--- src/rtl/fb_pkg.sv ---
// Framebuffer write-arbiter package.
// Holds the framebuffer geometry, the default address/pixel widths derived
// from it, and the arbiter state encoding shared by the arbiter RTL.
package fb_pkg;

    localparam int FB_WIDTH  = 1280;
    localparam int FB_HEIGHT = 720;
    localparam int FB_TOTPIX = FB_WIDTH * FB_HEIGHT;
    localparam int FB_ADDR_W = $clog2(FB_TOTPIX);
    localparam int FB_DATA_W = 24;                  // RGB888

    typedef enum logic {
        ARB_IDLE  = 1'b0,
        ARB_GRANT = 1'b1
    } arb_state_t;

endpackage

--- src/rtl/fb_write_arbiter_rr_pick.sv ---
// rr_pick: combinational round-robin picker.
// Scans requesters starting at (ptr_i+1) mod NREQ and wraps, so the
// requester at ptr_i itself has the lowest priority.
//   req_i  in  NREQ  request vector
//   ptr_i  in  IDW   last-granted index
//   gnt_o  out NREQ  onehot winner (all zero when nothing requests)
//   idx_o  out IDW   winner index
//   any_o  out 1     some requester is asserted
module rr_pick
    import fb_pkg::*;
#(
    parameter int NREQ = 2,
    parameter int IDW  = 1
) (
    input  logic [NREQ-1:0] req_i,
    input  logic [IDW-1:0]  ptr_i,
    output logic [NREQ-1:0] gnt_o,
    output logic [IDW-1:0]  idx_o,
    output logic            any_o
);

    logic [IDW-1:0] cand;

    always_comb begin
        gnt_o = '0;
        idx_o = '0;
        any_o = 1'b0;
        cand  = '0;
        for (int k = 1; k <= NREQ; k++) begin
            cand = IDW'((32'(ptr_i) + 32'(k)) % NREQ);
            if (!any_o && req_i[cand]) begin
                any_o       = 1'b1;
                idx_o       = cand;
                gnt_o[cand] = 1'b1;
            end
        end
    end

endmodule

--- src/rtl/fb_write_arbiter.sv ---
// fb_write_arbiter: round-robin arbiter for the single vram write port.
// Requesters are granted in bursts of up to MAX_BURST beats; accepted beats
// are written through one registered port (1-cycle latency). Beats whose
// address is >= TOTPIX are accepted but dropped, and set sticky err_oob.
// Optional build macro FB_ARB_VBLANK_GATE_EN: new grants only start while
// vblank is high; a running burst is never cut by vblank.
// Ports:
//   clk, rst          clock, synchronous active-high reset
//   req_valid/last    NREQ         per-requester beat valid / end of burst
//   req_addr/data     NREQ*ADDR_W / NREQ*DATA_W, requester i at [i*W +: W]
//   req_ready         NREQ         beat accept, onehot0
//   vblank            1            vertical blank (gate build only)
//   vram_we/addr/data              registered vram write port
//   grant_id          current or last owner
//   busy              high while a grant is held
//   err_oob           sticky out-of-range flag
module fb_write_arbiter
    import fb_pkg::*;
#(
    parameter int NREQ      = 2,
    parameter int ADDR_W    = FB_ADDR_W,
    parameter int DATA_W    = FB_DATA_W,
    parameter int TOTPIX    = FB_TOTPIX,
    parameter int MAX_BURST = 16
) (
    input  logic                     clk,
    input  logic                     rst,
    input  logic [NREQ-1:0]          req_valid,
    input  logic [NREQ-1:0]          req_last,
    input  logic [NREQ*ADDR_W-1:0]   req_addr,
    input  logic [NREQ*DATA_W-1:0]   req_data,
    output logic [NREQ-1:0]          req_ready,
    input  logic                     vblank,
    output logic                     vram_we,
    output logic [ADDR_W-1:0]        vram_addr,
    output logic [DATA_W-1:0]        vram_data,
    output logic [$clog2(NREQ)-1:0]  grant_id,
    output logic                     busy,
    output logic                     err_oob
);

    localparam int IDW = $clog2(NREQ);
    localparam int CW  = $clog2(MAX_BURST + 1);
    // One extra bit so TOTPIX == 2**ADDR_W is still representable.
    localparam logic [ADDR_W:0] TOT_LIM = (ADDR_W + 1)'(TOTPIX);
    localparam logic [CW-1:0]   CAP     = CW'(MAX_BURST);

    arb_state_t        state_q;
    logic [IDW-1:0]    ptr_q, gid_q;
    logic [CW-1:0]     cnt_q, cnt_d;
    logic [NREQ-1:0]   ready_q;
    logic              we_q, err_q;
    logic [ADDR_W-1:0] addr_q;
    logic [DATA_W-1:0] data_q;

    logic [NREQ-1:0]   pick_oh;
    logic [IDW-1:0]    pick_idx;
    logic              pick_any, arb_ok;

    logic [ADDR_W-1:0] addr_a [NREQ];
    logic [DATA_W-1:0] data_a [NREQ];
    logic [ADDR_W-1:0] cur_addr;
    logic [DATA_W-1:0] cur_data;
    logic              acc, cur_last, in_range;

    for (genvar g = 0; g < NREQ; g++) begin : g_unpack
        assign addr_a[g] = req_addr[g*ADDR_W +: ADDR_W];
        assign data_a[g] = req_data[g*DATA_W +: DATA_W];
    end

`ifdef FB_ARB_VBLANK_GATE_EN
    assign arb_ok = vblank;
`else
    assign arb_ok = 1'b1;
    logic unused_vblank;
    assign unused_vblank = vblank;
`endif

    rr_pick #(
        .NREQ (NREQ),
        .IDW  (IDW)
    ) u_pick (
        .req_i (req_valid),
        .ptr_i (ptr_q),
        .gnt_o (pick_oh),
        .idx_o (pick_idx),
        .any_o (pick_any)
    );

    // Everything below is keyed off the registered owner, so ready never
    // has a combinational path from req_valid.
    assign cur_addr = addr_a[gid_q];
    assign cur_data = data_a[gid_q];
    assign cur_last = req_last[gid_q];
    assign acc      = (state_q == ARB_GRANT) && req_valid[gid_q];
    assign in_range = {1'b0, cur_addr} < TOT_LIM;
    assign cnt_d    = cnt_q + CW'(1);

    always_ff @(posedge clk) begin
        if (rst) begin
            state_q <= ARB_IDLE;
            ptr_q   <= IDW'(NREQ - 1);      // requester 0 wins first
            gid_q   <= '0;
            cnt_q   <= '0;
            ready_q <= '0;
            we_q    <= 1'b0;
            addr_q  <= '0;
            data_q  <= '0;
            err_q   <= 1'b0;
        end else begin
            we_q <= 1'b0;
            case (state_q)
                ARB_IDLE: begin
                    if (pick_any && arb_ok) begin
                        state_q <= ARB_GRANT;
                        gid_q   <= pick_idx;
                        ptr_q   <= pick_idx;
                        cnt_q   <= '0;
                        ready_q <= pick_oh;
                    end
                end
                ARB_GRANT: begin
                    // A dropped valid just stalls; only last or the cap release.
                    if (acc) begin
                        cnt_q <= cnt_d;
                        if (in_range) begin
                            we_q   <= 1'b1;
                            addr_q <= cur_addr;
                            data_q <= cur_data;
                        end else begin
                            err_q  <= 1'b1;
                        end
                        if (cur_last || cnt_d == CAP) begin
                            state_q <= ARB_IDLE;
                            ready_q <= '0;
                        end
                    end
                end
                default: begin
                    state_q <= ARB_IDLE;
                    ready_q <= '0;
                end
            endcase
        end
    end

    assign req_ready = ready_q;
    assign vram_we   = we_q;
    assign vram_addr = addr_q;
    assign vram_data = data_q;
    assign grant_id  = gid_q;
    assign busy      = (state_q == ARB_GRANT);
    assign err_oob   = err_q;

endmodule
--- config.mk ---
export PLATFORM = sky130hd
export DESIGN_NAME = fb_write_arbiter
export DESIGN_NICKNAME = d
export VERILOG_FILES = /design/src/rtl/fb_pkg.sv /design/src/rtl/fb_write_arbiter_rr_pick.sv /design/src/rtl/fb_write_arbiter.sv
export SDC_FILE = /design/constraint.sdc
export NUM_CORES = 1
export LEC_CHECK = 0
export CORE_MARGIN = 2
export CORE_UTILIZATION = 40
export DETAILED_ROUTE_END_ITERATION = 6
export GPL_TIMING_DRIVEN = 0
export PLACE_DENSITY = 0.81
export SYNTH_ARGS = -nofsm -noshare
export SYNTH_HDL_FRONTEND = slang
export SYNTH_HIERARCHICAL = 1
export SYNTH_SLANG_ARGS = --single-unit
--- constraint.sdc ---
create_clock -name clk -period 2.34 [get_ports clk]
set_input_delay 0.351 -clock clk [delete_from_list [all_inputs] [get_ports clk]]
set_output_delay 0.351 -clock clk [all_outputs]
set_load 0.05 [all_outputs]
==> out/results.txt, run 1 <==
In the routed design, unresolved DRC markers number 0. Summing over every cut layer, the via total after detailed routing is 2469. Post-CTS timing repair inserted 0 buffers for setup. The layout has 550 filler cells. The cell sitting at the root of the clock tree is a clkbuf_8. The logs give 0 for the number of diodes added for antenna fixing and 467 for the non-filler instance count after layout. The clock network latency to the later pin of the worst-skew pair was 300 ps; the worst relative slew slack was 50.4%. The tools report the overall power after layout as 2.30 mW. During synthesis, Yosys emitted a total of 6 warnings. The total global-route track usage was 19.5%.

The number of flip-flops and latches in the synthesized netlist came out at 56. The most congested layer reported by global routing was met2. Setup repair after global routing left no endpoint under its margin. For the total grt overflow, the log shows 0.

The final critical delay including setup and external delays was 2220 ps. The final setup TNS is 0 ps. The worst setup path is of the in -> reg kind. The sequential cell area is 0.00112 mm^2, and the floorplan core area is 0.00672 mm^2. The quantity of I/O buffers inserted on ports was 143. The mean instance size in the synthesized netlist was 11.7 um^2.

The tools report the static leakage as 1.52 nW. The run gives 332 as the number of nets in the synthesized netlist. For the number of antenna violations at the first check in global routing, the log shows 0. TritonCTS built the clock tree. For this run, global-route usage on met1 was measured as 23.1%. From synthesis to final layout, the design area changed by 59.7%. The clock net in this run drives a total of 56 sinks. The die is 87.1 um tall. For this run, the detailed router's first-pass iteration total came to 4. The number of distinct library cell variants in the gate-level netlist after synthesis was 36.

End of the worst register-to-register path: vram_addr[15]$_SDFFE_PP0P_. The logs give 0 for the number of hold-slack violations in the final timing report and 4.17% for the met3 usage in global routing. For the post-DP HPWL, the log shows 5850 um.

In this run the cell area measured after placement is 0.00429 mm^2. In this run the deepest clock path goes through 2 buffers. For the final instance area, the log shows 0.00441 mm^2. The worst register-to-register path begins at grant_id$_SDFFE_PP0P_. Once the floorplan was initialized, standard cells occupied 41.1% of the core.

Tracing the worst setup path back leads to its startpoint at req_addr[16]. IR analysis of the VDD net gives a maximum drop of 0.292 mV. The worst setup path is captured at a flip-flop. Number of hold-repair buffers added at the cts stage: 0.

The first global-routing pass estimated 11600 um of wire. Following the worst setup path forward leads to its endpoint at vram_addr[15]$_SDFFE_PP0P_. The width of the chip came out at 87.1 um. For flop-to-flop paths, the worst setup slack is 150 ps. In this run, placement finished with an instance count of 459.

Met2 global-route usage: 34.5%. The number of cells on the worst reg-to-reg path is 7. Based on the critical path, the design can be clocked at up to 0.451 GHz. Summing all multi-input logic gate instances after layout gives 0.00153 mm^2. The total I/O pin count came out at 145. The worst setup path is launched from a primary input. The synthesized instance count came out at 236. For the number of global-route vias before repair, the log shows 2455. The die covers 0.00758 mm^2. The type of the most critical hold path is reg -> reg. For the clock tree skew after final layout, the log shows 8.87 ps. The flow ran to the end, and the final reports show no timing, DRC or antenna violations. After clock tree synthesis, the repair step resized 3 gates.

The run gives 2450 ps as the worst path arrival time. The number of DRC markers after the initial detailed-route iteration came out at 55. The count of pins over their slew limit came out at 0.

OpenSTA, run right after detailed placement, puts the worst setup slack at -641 ps. Entering global routing, the biggest net connects 17 pins. Of all nets on the critical path, the largest fanout is 10. Counting the buffers created by CTS gives 5. Clock-pin slew on the worst setup and hold paths: 90 ps. The ratio of total power to cell area works out to 523 mW/mm^2.

The routed wirelength normalized by instance count is 16.2 um. At the end of the flow the core is filled with cells to 65.6%. At the end of routability-driven placement, the weighted congestion stood at 0.805.

The fraction of the yosys area taken by sequential cells was 40.6%. Actual slew at the worst max-slew pin: 741 ps. The floorplan has 30 rows. Once routing completed, OpenROAD measured the worst setup slack at 125 ps. The tightest hold margin is 474 ps. Max-cap violations in this run came to 0. The H-tree generated during clock tree synthesis spans 2 levels. Of the available clock period, the critical path in the final layout requires 94.7%. The tools report the routed wire length as 7550 um.

Setup violations remaining at the end of the flow were counted as 0. In this run the remaining antenna-violating nets after routing total 0. For the worst setup path, the data required time is 2570 ps. After the last flow step, the layout net total stands at 482. The fraction of final layout cells sized beyond drive strength 1 is 15.8%, and the cell area after synthesis is 0.00276 mm^2. Using the TritonRoute via totals, the vias-per-cell ratio works out to 5.29.
-- per-layer routing --
metal / vias up / part of all wire (%)
met2: 92 / 51
met3: 6 / 6.5
met4: 0 / 1.3
met1: 1169 / 41
met5: - / 0
li1: 1202 / -
-- critical path, cell delays in order --
cell and delay (ps):
clkdlybuf4s50_1 430, or4_4 530, or3_4 350, a211o_1 330, buf_6 150, buf_6 150, o2bb2ai_2 140
-- flip-flops by register name, indices dropped and copies added, names as in the netlist --
name,flops
req_ready,2
vram_we,1
cnt_q,5
err_oob,1
grant_id,1
ptr_q,1
busy,1
vram_data,24
vram_addr,20
-- power by group --
part | total, mW | switching [mW] | internal [mW] | leakage [nW]
Combinational | 0.718 | 0.384 | 0.335 | 1.02
Sequential | 1.05 | 0.0396 | 1.01 | 0.457
Clock | 0.538 | 0.297 | 0.241 | 0.0445
Total | 2.30 | 0.720 | 1.58 | 1.52
-- cell families after synthesis --
logic type                 synth area share [%]
AOI/OAI and AO/OA                          29.3
DFF                                        40.6
and+or+nand+nor                            8.11
buffers and inverters                      4.80
adders and majority gates                 0.453
muxes                                      16.7
-- cell usage in the layout, fill, tap and decap left out, types with 2 or more instances in the layout --
master           instances
clkdlybuf4s50_1        143
dfxtp_1                 56
mux2i_1                 45
o2bb2ai_2               39
nand2_1                 10
clkbuf_1                 8
nor2_1                   7
a21oi_1                  7
buf_6                    6
nand3_1                  6
clkbuf_8                 6
a211oi_1                 5
inv_1                    4
buf_2                    4
nor2b_1                  3
a32oi_1                  3
or3_1                    3
o2bb2ai_1                3
nand2b_1                 2
a311oi_1                 2
and3_1                   2
o211ai_1                 2
a31oi_1                  2
a21boi_0                 2
-- area by class of cell --
type | count | share of cell area [%]
Multi-Input combinational cell | 158 | 34.7
Timing Repair Buffer | 143 | 32.5
Sequential cell | 56 | 25.4
Buffer | 18 | 2.67
Tap cell | 80 | 2.27
Clock buffer | 7 | 1.96
Inverter | 4 | 0.341
Clock inverter | 1 | 0.170
-- how the worst min path moves through the flow --
stage | depth (start not counted) | startpoint | to
after detailed placement | 1 | vram_data[9]$_SDFFE_PP0P_ | vram_data[9]$_SDFFE_PP0P_
after CTS | 1 | vram_data[17]$_SDFFE_PP0P_ | vram_data[17]$_SDFFE_PP0P_
after floorplan | 1 | rst | cnt_q[3]$_SDFFE_PP0P_
after global routing | 1 | vram_data[11]$_SDFFE_PP0P_ | vram_data[11]$_SDFFE_PP0P_
after global placement | 1 | vram_data[11]$_SDFFE_PP0P_ | vram_data[11]$_SDFFE_PP0P_
final | 1 | vram_data[13]$_SDFFE_PP0P_ | vram_data[13]$_SDFFE_PP0P_
-- cells in the mapped netlist --
library cell | n | area (um^2)
nor2b_1 | 3 | 18.8
buf_1 | 1 | 3.75
dfxtp_1 | 56 | 1120
buf_6 | 6 | 67.6
o21ai_0 | 1 | 5.00
a21oi_1 | 7 | 35.0
clkbuf_1 | 7 | 26.3
nand4b_1 | 1 | 8.76
and4b_1 | 1 | 10.0
a21boi_1 | 1 | 7.51
a31oi_1 | 2 | 12.5
nor3_1 | 1 | 5.00
a211oi_1 | 6 | 45.0
ha_1 | 1 | 12.5
o2bb2ai_2 | 39 | 586
a311oi_1 | 2 | 17.5
a21boi_0 | 2 | 15.0
o2bb2ai_1 | 3 | 26.3
inv_1 | 4 | 15.0
or2_1 | 1 | 6.26
and3_1 | 2 | 12.5
nand3_1 | 6 | 30.0
or4_4 | 1 | 11.3
a211o_1 | 1 | 8.76
nand2b_1 | 2 | 12.5
nor4b_1 | 1 | 8.76
nor2_1 | 7 | 26.3
a32o_1 | 1 | 10.0
nand2_1 | 10 | 37.5
buf_2 | 4 | 20.0
a32oi_1 | 3 | 26.3
mux2i_1 | 46 | 460
or3_1 | 3 | 18.8
nand4_1 | 1 | 6.26
or3_4 | 1 | 11.3
o211ai_1 | 2 | 15.0
No activity file was read; power rests on OpenSTA's default activity.
==> run 2: changes to the inputs <==
--- a/config.mk
+++ b/config.mk
@@ -5,6 +5,7 @@
 export SDC_FILE = /design/constraint.sdc
 export NUM_CORES = 1
 export LEC_CHECK = 0
+export CAP_MARGIN = 20
 export CORE_MARGIN = 2
 export CORE_UTILIZATION = 40
 export DETAILED_ROUTE_END_ITERATION = 6
==> results of run 2 <==
Same layout as run 1: the final DEF is identical, and so are final timing and power.
